--- src/rtl/issue_ctrl.sv ---
`default_nettype none
// ============================================================================
// issue_ctrl : decode->execute issue gate with RAW write scoreboard and
//              branch hold / taken-branch flush of fetch and decode.
// Option     : ISSUE_CTRL_FORWARDING_EN (ALU bypass, single load-use bubble)
// Revision   : 1.0
// ============================================================================
module issue_ctrl #(
  parameter int NREG         = 32,
  parameter int ALU_LAT      = 2,
  parameter int LOAD_LAT     = 3,
  parameter int FLUSH_CYCLES = 2
) (
  input  logic            clk,
  input  logic            rst_n,
  input  logic            i_dec_valid,
  input  logic [4:0]      i_dec_rs1,
  input  logic [4:0]      i_dec_rs2,
  input  logic [4:0]      i_dec_rd,
  input  logic            i_dec_uses_rs1,
  input  logic            i_dec_uses_rs2,
  input  logic            i_dec_reg_write,
  input  logic            i_dec_mem_read,
  input  logic            i_dec_branch,
  input  logic            i_ex_resolved,
  input  logic            i_ex_taken,
  output logic            o_issue,
  output logic            o_stall,
  output logic            o_flush,
  output logic [NREG-1:0] o_busy_mask,
  output logic [1:0]      o_state
);

  localparam int CW = $clog2(LOAD_LAT + 1);
  localparam int FW = $clog2(FLUSH_CYCLES + 1);

  typedef enum logic [1:0] {
    S_RUN     = 2'd0,
    S_BR_WAIT = 2'd1,
    S_FLUSH   = 2'd2
  } state_t;

  state_t          r_state;
  logic            r_flush;
  logic [FW-1:0]   r_fcnt;
  logic [NREG-1:0] w_busy;
  logic            w_hz;
  logic            w_issue;
  logic            w_stall;
  logic            w_sb_wr;
  logic [CW-1:0]   w_sb_val;

`ifdef ISSUE_CTRL_FORWARDING_EN
  // ALU results are bypassed, so only loads need to hold their consumer off.
  assign w_sb_wr  = w_issue & i_dec_reg_write & i_dec_mem_read & (i_dec_rd != 5'd0);
  assign w_sb_val = CW'(1);
`else
  assign w_sb_wr  = w_issue & i_dec_reg_write & (i_dec_rd != 5'd0);
  assign w_sb_val = i_dec_mem_read ? CW'(LOAD_LAT) : CW'(ALU_LAT);
`endif

  genvar gi;
  for (gi = 0; gi < NREG; gi++) begin : g_sb
    if (gi == 0) begin : g_x0
      assign w_busy[gi] = 1'b0;
    end else begin : g_xn
      logic [CW-1:0] r_cnt;
      // A new writer reloads the counter even if it is mid-countdown.
      always_ff @(posedge clk or negedge rst_n) begin
        if (!rst_n) begin
          r_cnt <= '0;
        end else if (w_sb_wr && (i_dec_rd == 5'(gi))) begin
          r_cnt <= w_sb_val;
        end else if (r_cnt != '0) begin
          r_cnt <= r_cnt - CW'(1);
        end
      end
      assign w_busy[gi] = (r_cnt != '0);
    end
  end

  assign w_hz = (i_dec_uses_rs1 & (i_dec_rs1 != 5'd0) & w_busy[i_dec_rs1]) |
                (i_dec_uses_rs2 & (i_dec_rs2 != 5'd0) & w_busy[i_dec_rs2]);

  // rst_n gating keeps issue/stall low for the whole reset window.
  assign w_issue = rst_n & i_dec_valid & ~w_hz & (r_state == S_RUN);
  assign w_stall = rst_n & i_dec_valid & ~w_issue & (r_state != S_FLUSH);

  always_ff @(posedge clk or negedge rst_n) begin
    if (!rst_n) begin
      r_state <= S_RUN;
      r_flush <= 1'b0;
      r_fcnt  <= '0;
    end else begin
      case (r_state)
        S_RUN: begin
          if (w_issue && i_dec_branch) r_state <= S_BR_WAIT;
        end
        S_BR_WAIT: begin
          if (i_ex_resolved) begin
            if (i_ex_taken) begin
              r_state <= S_FLUSH;
              r_flush <= 1'b1;
              r_fcnt  <= FW'(FLUSH_CYCLES);
            end else begin
              r_state <= S_RUN;
            end
          end
        end
        S_FLUSH: begin
          if (r_fcnt <= FW'(1)) begin
            r_state <= S_RUN;
            r_flush <= 1'b0;
            r_fcnt  <= '0;
          end else begin
            r_fcnt <= r_fcnt - FW'(1);
          end
        end
        default: begin
          r_state <= S_RUN;
          r_flush <= 1'b0;
          r_fcnt  <= '0;
        end
      endcase
    end
  end

  assign o_issue     = w_issue;
  assign o_stall     = w_stall;
  assign o_flush     = r_flush;
  assign o_busy_mask = w_busy;
  assign o_state     = r_state;

endmodule
`default_nettype wire

--- config.mk ---
export PLATFORM = sky130hd
export DESIGN_NAME = issue_ctrl
export DESIGN_NICKNAME = d
export VERILOG_FILES = /design/src/rtl/issue_ctrl.sv
export SDC_FILE = /design/constraint.sdc
export NUM_CORES = 1
export LEC_CHECK = 0
export BUFFER_PORTS_ARGS = -buffer_cell sky130_fd_sc_hd__buf_2
export CORE_MARGIN = 2
export CORE_UTILIZATION = 40
export DETAILED_ROUTE_END_ITERATION = 8
export GPL_TIMING_DRIVEN = 1
export SYNTH_ARGS = -nofsm -noshare
export SYNTH_HDL_FRONTEND = slang
export SYNTH_SLANG_ARGS = --single-unit
export TNS_END_PERCENT = 50
--- constraint.sdc ---
create_clock -name clk -period 2.9 [get_ports clk]
set_input_delay 0.29 -clock clk [delete_from_list [all_inputs] [get_ports clk]]
set_output_delay 0.29 -clock clk [all_outputs]
set_load 0.02 [all_outputs]
; Word level (Yosys, flattened, before mapping)
; Cells that the tools add are included.
[word_totals]
mem_count = 0
reg_bits = 67
latchBits = 0
rom_bits = 0
ramBits = 0
input_bits = 25
[classes]
mul = 0
add_sub_neg = 32
shift = 0
reduce_logical = 101
magnitude_cmp = 3
mux = 80
bitwise = 15
div_mod_pow = 0
n_eq_ne = 38
[ops]
columns = op, n
row1 = $mux W2, 69
row2 = $reduce_bool A2 Y1, 62
row3 = $eq A5 B5 Y1 const B, 16
row4 = $sub A2 B1 Y2 const B, 32
row5 = $eq A5 B4 Y1 const B, 8
row6 = $logic_and A1 B1 Y1, 32
row7 = $eq A5 B3 Y1 const B, 4
row8 = $reduce_bool A5 Y1, 3
row9 = $lt A5 B6 Y1 const B, 2
row10 = $pmux W2 S3, 2
row11 = $and A1 B1 Y1, 11
row12 = $bmux W1 S5, 2
row13 = $eq A5 B2 Y1 const B, 2
row14 = $ne A2 B2 Y1 const B, 4
row15 = $mux W1, 6
row16 = $reduce_and A3 Y1, 2
row17 = $eq A5 B1 Y1 const B, 1
row18 = $reduce_and A4 Y1, 1
row19 = $not A1 Y1, 3
row20 = $pmux W1 S3, 1
row21 = $eq A2 B1 Y1 const B, 1
row22 = $eq A2 B2 Y1 const B, 1
row23 = $le A2 B1 Y1 const B, 1
row24 = $logic_not A2 Y1, 1
row25 = 2 further kinds, 2

; Longest topological paths before layout
; Gate-level depths: netlist of the first run.
[logic_depth]
depth_word = 12
mapped_depth = 9
ltp_nobuf = 8

; Worst setup path after synthesis of the first run
; OpenSTA, ideal clock, no wires.
[synth_timing]
path_type = register to output
startpoint = register g_sb[12].g_xn.r_cnt[0]
endpoint = output port o_issue
path_stages_with_launch = 10
t_required_ns = 2.610
arrival_ns = 2.563
setup_slack_ns = 0.047
path_cell_list = dfrtp_1 -> inv_1 -> ha_1 -> inv_1 -> mux4_1 -> mux4_2 -> o221ai_4 -> buf_6 -> nand2_1 -> nor2_1
[synth_via]
elab_chain_len = 8
elab_cells_between_ends = 11
classes_between = mux: 4 / bitwise: 6 / reduce/logical: 1
[synth_rtl]
columns = element, line_no
row1 = from (decl), 67  ; logic [CW-1:0] r_cnt;
row2 = from (signal assigned), 73  ; r_cnt <= w_sb_val;
row3 = from (signal assigned), 75  ; r_cnt <= r_cnt - CW'(1);
row4 = $reduce_bool A2 Y1 (*), 78  ; assign w_busy[gi] = (r_cnt != '0);
row5 = net o_busy_mask[12], 30  ; output logic [NREG-1:0] o_busy_mask,
row6 = $bmux W1 S5 (on tied branches), "82, 83"
row7 = $mux W1 (on tied branches), "82, 83"
row8 = $and A1 B1 Y1 (on tied branches), "82, 83"
row9 = $or A1 B1 Y1 (*), 82  ; assign w_hz = (i_dec_uses_rs1 & (i_dec_rs1 != 5'd0) & w_busy[i_dec_rs1]) |
row10 = $not A1 Y1 (*), 86  ; assign w_issue = rst_n & i_dec_valid & ~w_hz & (r_state == S_RUN);
row11 = $and A1 B1 Y1 (*) (2 in a row), 86
row12 = to (decl), 27  ; output logic o_issue,
; Mark *: on every way through the listed nets, which the timed path passes. The rest lies on a longest branch. The select of a mux whose other input is x is not followed.

; Worst setup path in the final report of the first run
[layout_timing]
startpoint = register g_sb[10].g_xn.r_cnt[0]
endpoint = output port o_issue
[layout_via]
elab_chain_len = 8
elab_cells_between_ends = 11
classes_between = mux: 4 / bitwise: 6 / reduce/logical: 1
[layout_rtl]
columns = element, line_no
row1 = from (decl), 67
row2 = from (signal assigned), 73
row3 = from (signal assigned), 75
row4 = $reduce_bool A2 Y1 (*), 78
row5 = $bmux W1 S5 (on tied branches), "82, 83"
row6 = $mux W1 (on tied branches), "82, 83"
row7 = $and A1 B1 Y1 (on tied branches), "82, 83"
row8 = $or A1 B1 Y1 (*), 82
row9 = $not A1 Y1 (*), 86
row10 = $and A1 B1 Y1 (*) (2 in a row), 86
; Mark *: on every way between the ends. The rest lies on a longest branch, timed or not. The select of a mux whose other input is x is not followed.

==> summary.txt, run 1 <==
Detailed routing
  • Iteration-0 DRC Markers: 246
  • DRT Pass-1 Iters: 4
  • Antenna-violating nets left: 0
  • DRC: 0
  • Final wirelength: 12800 µm
  • Drt wl/cell: 17.1 µm
  • Via count: 3990
  • Vias per cell: 5.31

STA
  • Slew Limit Fails: 0
  • Post-route minimum period: 2920 ps
  • Final Hold Viols: 0
  • Tightest Pin Transition: 784 ps
  • Final setup fails: 1
  • RSZ-0062 raised after global routing: true
  • Hold Slack: 245 ps
  • Max-slew headroom: 47.7%
  • Fmax: 343 MHz
  • Final Cycle Share: 101%
  • Final worst slack: -15.3 ps
  • Clock Skew: 10.5 ps

Floorplanning
  • # IOs: 62
  • Chip width: 114 µm
  • Area of the die: 12900 µm²
  • Vertical die dimension: 114 µm
  • Core Rows: 40
  • Starting Density: 40.5%
  • Core ar.: 11900 µm²

Power
  • Sequential Power Share: 23.3%
  • Clock share of power: 15.2%
  • Switching share of power: 39.4%
  • P per Cell Area: 1210 nW/µm²
  • Pint: 4.46 mW
  • IR drop worst, VDD: 0.000494 V
  • Switch Pwr: 2.89 mW
  • Total leakage power: 2.71 nW
  • Combinational Power Share: 61.4%
  • Total power: 7.35 mW

Clock tree
  • Clock buffer depth: 2
  • H-tree levels: 3
  • Clock slew at reported path FFs: 60 ps
  • CTS tree: done
  • Root Buffer: clkbuf_16
  • Sinks on the clock net: 67
  • Skew-Pair Late Insertion Delay: 330 ps
  • Num CTS Buffers: 9

Worst setup path
  • Worst path slowest cell: mux4_2
  • Setup CP Type: flip-flop to output pin
  • Crit path capture type: output pin
  • Flop-to-flop setup slack: 60 ps
  • Worst R2R End: g_sb[15].g_xn.r_cnt[0]
  • Crit Path Max Fanout: 3
  • Worst Path Required: 2610 ps
  • Crit path cell chain: inv_1, ha_2, inv_1, mux4_2, mux4_2, o221ai_4, buf_12, nand2_4, nor2_4, buf_6
  • Worst EP arrival: 2630 ps
  • Element type at the critical path start: flip-flop
  • Peak per-stage delay on the critical path: 510 ps
  • Reg2reg path depth: 10
  • RR Startpoint: g_sb[10].g_xn.r_cnt[0]

Min path
  • WHS Endpoint: o_state[1]
  • Worst min path class: input port to flip-flop
  • Hold wc startpoint: i_ex_taken
  • WHS Path Cells: 3

Status
  • Violated checks: setup timing
  • Status: finished with violations

GRT
  • Met1 usage: 29.5%
  • Global routing's busiest layer: met2
  • Grt met2 use: 32.7%
  • Pin count of the biggest net entering global routing: 59
  • First-pass GRT wire length: 20900 µm
  • Initial antenna violation count: 0
  • GR Overflow Total: 0
  • Global Route Usage Sum: 20.8%
  • GRT met3 Usage: 4.41%
  • Vias in the first global route: 3953

Place
  • HPWL after DPL: 8650 µm
  • Port buffer count: 60
  • Cell Area, Placed: 5360 µm²
  • Gpl congestion: 0.848

Synthesis
  • Syn_area_per_cell: 9.56 µm²
  • Ranking of synthesized cells by area: dfrtp_1 (35%), ha_1 (8.8%), inv_1 (7.8%)
  • Number of library cell types mapped by synthesis: 43
  • Mapped cell area: 4810 µm²
  • Top-area cell type share of the netlist area: 34.9%
  • Post-synth top area cell: dfrtp_1
  • Mapped Cells: 503
  • Syn Nets: 562
  • Register area share after synthesis: 34.9%
  • YS warnings: 0
  • Yosys reg bits: 67

Cells and area
  • Fraction of layout cells with a size suffix above 1: 38.3%
  • Filler cells: 1063
  • Final nets: 659
  • Ant diodes: 0
  • Layout Area Growth over Synthesis: 26.6%
  • Post-route cell area: 6090 µm²

Job
  • Max-cap viol count: 0
[per-layer routing]
metal	share of wire [%]	routed length, µm	vias up
li1	-	-	1898
met1	47	5970	1942
met2	45	5820	135
met3	6.5	834	15
met4	1.6	210	0
met5	0	0	-
[power groups by stage]
stage | Clock (mW) | Sequential (mW) | Combinational, mW
2_1_floorplan | 0 | 1.70 | 2.87
3_3_place_gp | 0 | 1.71 | 3.77
3_5_place_dp | 0 | 1.74 | 3.92
4_1_cts | 1.13 | 1.72 | 4.27
5_1_grt | 1.17 | 1.77 | 4.98
6_report | 1.12 | 1.72 | 4.52
[worst max-delay path by stage]
stage          slack, ps  cells after the start                endpoint                   start
5_1_grt             -100                     10                 o_issue  g_sb[14].g_xn.r_cnt[0]
3_5_place_dp         120                      9  g_sb[29].g_xn.r_cnt[0]   g_sb[9].g_xn.r_cnt[0]
3_3_place_gp         150                      9  g_sb[29].g_xn.r_cnt[0]  g_sb[15].g_xn.r_cnt[0]
2_1_floorplan         50                      9                 o_issue  g_sb[12].g_xn.r_cnt[0]
6_report             -20                     10                 o_issue  g_sb[10].g_xn.r_cnt[0]
4_1_cts              0.2                     10                 o_issue  g_sb[11].g_xn.r_cnt[1]
[cell families after synthesis]
| group | after synthesis | synth area share (%) |
|---|---|---|
| AO/OA/AOI/OAI | 49 | 7.78 |
| XOR/XNOR | 31 | 5.65 |
| adder cells (fa/ha/maj) | 34 | 8.85 |
| buffers and inverters | 122 | 10.4 |
| flip-flops | 67 | 34.9 |
| multiplexers | 55 | 17.3 |
| other | 1 | 0.0780 |
| AND/OR/NAND/NOR | 144 | 15.0 |
[cell usage in the layout, fill, tap and decap left out, types with 5 or more instances in the layout]
master	count
buf_4	44
nor2_1	27
inv_1	89
ha_2	18
mux2_2	26
mux4_2	10
a21oi_1	5
xnor2_1	31
nor3_1	6
dfrtp_1	67
nand3_1	20
inv_2	11
o211ai_1	29
clkbuf_16	9
mux2_4	10
nor4_1	6
ha_4	5
nand3_2	15
buf_2	58
ha_1	11
nand2_1	46
[per-stage QoR]
stage / setup TNS [ps] / std cells / setup slack (ps) / util [%]
floorplan: 0 / 503 / 47.0 / -
global placement: 0 / 709 / 155 / 45.2
detailed placement: 0 / 709 / 118 / 45.2
CTS: 0 / 739 / 0.239 / 49.6
global route: -219 / 752 / -104 / 51.3
finish: -15.3 / 752 / -15.3 / 51.3
[what timing repair did]
| action | CTS | global route |
|---|---|---|
| cloned | 2 | 0 |
| pin swaps | 6 | 9 |
| setup buffers | 11 | 14 |
| hold endpoints to repair | 9 | 0 |
| gates resized for setup | 26 | 36 |
| setup endpoints to repair | 2 | 33 |
| hold buffers | 1 | 0 |
[critical path: cells and delay by family, from the launching register on]
family          cells  cell delay [ps]
simple gates        2              140
flops               1              380
buf+inv             4              400
mux                 2              980
fa+ha+maj           1              170
compound gates      1              220
[sequential cells by signal (all words and copies together), names as in the netlist]
signal and flops:
o_state 2, o_flush 1, r_fcnt 2, g_sb.g_xn.r_cnt 62
[synth_stat cells (all sizes together)]
| library cell | number |
|---|---|
| nand4 | 3 |
| nand4b | 2 |
| o21ai | 3 |
| clkbuf | 12 |
| a31oi | 3 |
| nor3 | 6 |
| a2111oi | 1 |
| dfrtp | 67 |
| o211ai | 29 |
| a21oi | 5 |
| o2111ai | 1 |
| nand3b | 3 |
| or2 | 2 |
| or4 | 1 |
| a22o | 1 |
| o221ai | 2 |
| ha | 34 |
| nor4 | 7 |
| inv | 100 |
| nand2b | 4 |
| a211oi | 1 |
| mux4 | 14 |
| xnor2 | 31 |
| nand2 | 48 |
| conb | 1 |
| nor2 | 28 |
| mux2 | 37 |
| nand3 | 35 |
| o31ai | 1 |
| nor2b | 2 |
| nor3b | 3 |
| buf | 10 |
| a32o | 1 |
| mux2i | 4 |
| o311a | 1 |
[layout make-up]
cell class | instances | area, µm² | area share, %
multi-input combinational | 314 | 2820 | 46.4
inverter | 100 | 375 | 6.17
clock buffer | 10 | 239 | 3.93
timing repair buffer | 108 | 726 | 11.9
tap | 147 | 184 | 3.02
sequential | 67 | 1680 | 27.5
clock inverter | 6 | 65.1 | 1.07
Power figures use the tool's default switching activity.
==> run 2, diff against run 1 <==
--- a/config.mk
+++ b/config.mk
@@ -5,6 +5,7 @@
 export SDC_FILE = /design/constraint.sdc
 export NUM_CORES = 1
 export LEC_CHECK = 0
+export ABC_AREA = 1
 export BUFFER_PORTS_ARGS = -buffer_cell sky130_fd_sc_hd__buf_2
 export CORE_MARGIN = 2
 export CORE_UTILIZATION = 40
==> summary.txt, run 2 <==
Power
  • Combinational Power Share: 53.8%
  • Clock share of power: 18.7%
  • Total leakage power: 3.03 nW
  • Switching share of power: 44.2%
  • Total power: 6.12 mW
  • IR drop worst, VDD: 0.000576 V
  • Switch Pwr: 2.70 mW
  • Pint: 3.42 mW
  • Sequential Power Share: 27.5%
  • P per Cell Area: 1080 nW/µm²

Detailed routing
  • Iteration-0 DRC Markers: 235
  • Drt wl/cell: 14.4 µm
  • DRT Pass-1 Iters: 6
  • Max Used Layer: met4
  • DRC: 0
  • Via count: 4759
  • Final wirelength: 13700 µm
  • Met2 WL: 6180 µm
  • Antenna-violating nets left: 0
  • Vias per cell: 4.99
  • Met3 WL: 787 µm
  • DRT met1 WL: 6350 µm

Cells and area
  • FF/Latch Area: 1680 µm²
  • Fraction of layout cells with a size suffix above 1: 11.5%
  • Largest reg by FF count: g_sb.g_xn.r_cnt
  • Largest register FFs: 62
  • Most frequent cells in the layout: nand2_1 (201), inv_1 (145), nand3_1 (100), dfrtp_1 (67), buf_2 (60)
  • Multi-input logic area: 2580 µm²
  • Filler cells: 1259
  • Ant diodes: 0
  • Final nets: 839
  • Most common cell after layout, fill and taps aside: nand2_1
  • Post-route insts no fill: 953
  • Layout Area Growth over Synthesis: 14.2%

Synthesis
  • Mapped Cells: 728
  • Ys async rst share: 100%
  • Syn_area_per_cell: 6.85 µm²
  • YS warnings: 0
  • Number of synthesized flops with an enable pin: 0
  • Syn Nets: 787
  • Yosys reg bits: 67
  • Top-area cell type share of the netlist area: 33.6%
  • Post-synth top flop: dfrtp_1
  • Post-synth top area cell: dfrtp_1
  • Ranking of synthesized cells by area: dfrtp_1 (34%), nand2_1 (15%), inv_1 (11%)
  • Mapped cell area: 4990 µm²
  • Number of library cell types mapped by synthesis: 22
  • Post-synth top cells: nand2_1 (201), inv_1 (145), nand3_1 (100)
  • Register area share after synthesis: 33.6%
  • Most numerous cell in the Yosys netlist: nand2_1

GRT
  • Initial antenna violation count: 0
  • Global Route Usage Sum: 22.3%
  • Vias in the first global route: 4645
  • First-pass GRT wire length: 22800 µm
  • Pin count of the biggest net entering global routing: 44
  • GR Overflow Total: 0

Clock tree
  • Clock slew at reported path FFs: 50 ps
  • # hold bufs at CTS: 0
  • CTS tree: done
  • Clock buffer depth: 2
  • CTS resizes: 0
  • H-tree levels: 3
  • Post-CTS setup repair buffer count: 0
  • Root Buffer: clkbuf_16
  • Num CTS Buffers: 9
  • Sinks on the clock net: 67
  • Skew-Pair Late Insertion Delay: 350 ps

Min path
  • Worst min path class: input port to async pin

STA
  • Final Cycle Share: 88.8%
  • Final TNS setup: 0 ps
  • Fmax: 388 MHz
  • Slew Limit Fails: 0
  • Final Hold Viols: 0
  • Final setup fails: 0
  • Hold Slack: 63.0 ps
  • Tightest Pin Transition: 604 ps
  • Max-slew headroom: 59.7%
  • RSZ-0062 raised after global routing: false
  • Clock Skew: 10.4 ps
  • Post-route minimum period: 2580 ps

Floorplanning
  • Core Rows: 40
  • Core ar.: 12100 µm²
  • Chip width: 116 µm
  • Vertical die dimension: 116 µm
  • Area of the die: 13400 µm²
  • # IOs: 62
  • Starting Density: 41.2%

Worst setup path
  • Flop-to-flop setup slack: 510 ps
  • Worst EP arrival: 2290 ps
  • Crit path from: g_sb[17].g_xn.r_cnt[0]
  • Setup CP Type: flip-flop to output pin
  • RR Startpoint: g_sb[17].g_xn.r_cnt[0]
  • Reg2reg path depth: 16
  • Worst R2R End: g_sb[11].g_xn.r_cnt[0]
  • Crit Path Max Fanout: 25
  • Crit path capture type: output pin
  • Element type at the critical path start: flip-flop
  • Worst Path Required: 2610 ps

Place
  • Port buffer count: 60
  • Dpl cells: 937
  • Gpl congestion: 0.851
  • HPWL after DPL: 10600 µm

Job
  • Max-cap viol count: 0

Status
  • Status: finished, final reports clean
run 2: metrics by stage:
stage	cell area [µm²]	setup WS [ps]	util, %
after floorplan	4990	985	-
after global placement	5390	424	44.5
after detailed placement	5390	444	44.5
after CTS	5690	314	47.0
after global routing	5690	67.0	47.0
final	5690	325	47.0
run 2: logic make-up after synthesis:
kind of cell,synth area share (%)
flops,33.6
compound gates,5.97
buf+inv,14.6
fa+ha+maj,8.53
xor+xnor,1.58
simple gates,35.6
other cells,0.0752
run 2: critical path: stages (launching register included):
cell,delay [ps]
dfrtp_1,390
inv_1,60
ha_1,220
inv_1,120
nand2_1,80
o211ai_1,120
nand3_1,100
nand3_1,70
nand2_1,60
nand2_1,60
nand3_2,100
nand3_4,90
inv_4,230
buf_2,230
run 2: worst max path at each step:
stage / end / slack [ps] / depth (start not counted)
2_1_floorplan: o_issue / 990 / 13
3_3_place_gp: g_sb[11].g_xn.r_cnt[0] / 420 / 15
3_5_place_dp: g_sb[11].g_xn.r_cnt[0] / 440 / 15
4_1_cts: o_issue / 310 / 13
5_1_grt: o_issue / 70 / 13
6_report: o_issue / 320 / 13
run 2: layout make-up:
type                    instances  share of cell area (%)
flip-flops and latches         67                    29.4
clock buffers                  15                    4.88
multi-input cells             487                    45.3
well taps                     168                    3.69
repair buffers                 65                    6.15
clock inverters                 1                   0.527
inverters                     150                    9.98
run 2: per-layer routing:
metal / vias up / track usage (%)
met5: - / 0
met4: 0 / 10.2
met3: 25 / 4.24
met2: 134 / 35.3
met1: 2176 / 29.6
li1: 2424 / -
run 2: power groups by stage:
| stage | clock network (mW) | logic [mW] | registers (mW) |
|---|---|---|---|
| 5_1_grt | 1.22 | 3.79 | 1.75 |
| 3_5_place_dp | 0 | 3.31 | 1.70 |
| 4_1_cts | 1.18 | 3.33 | 1.69 |
| 3_3_place_gp | 0 | 3.16 | 1.68 |
| 6_report | 1.15 | 3.29 | 1.69 |
| 2_1_floorplan | 0 | 2.47 | 1.67 |
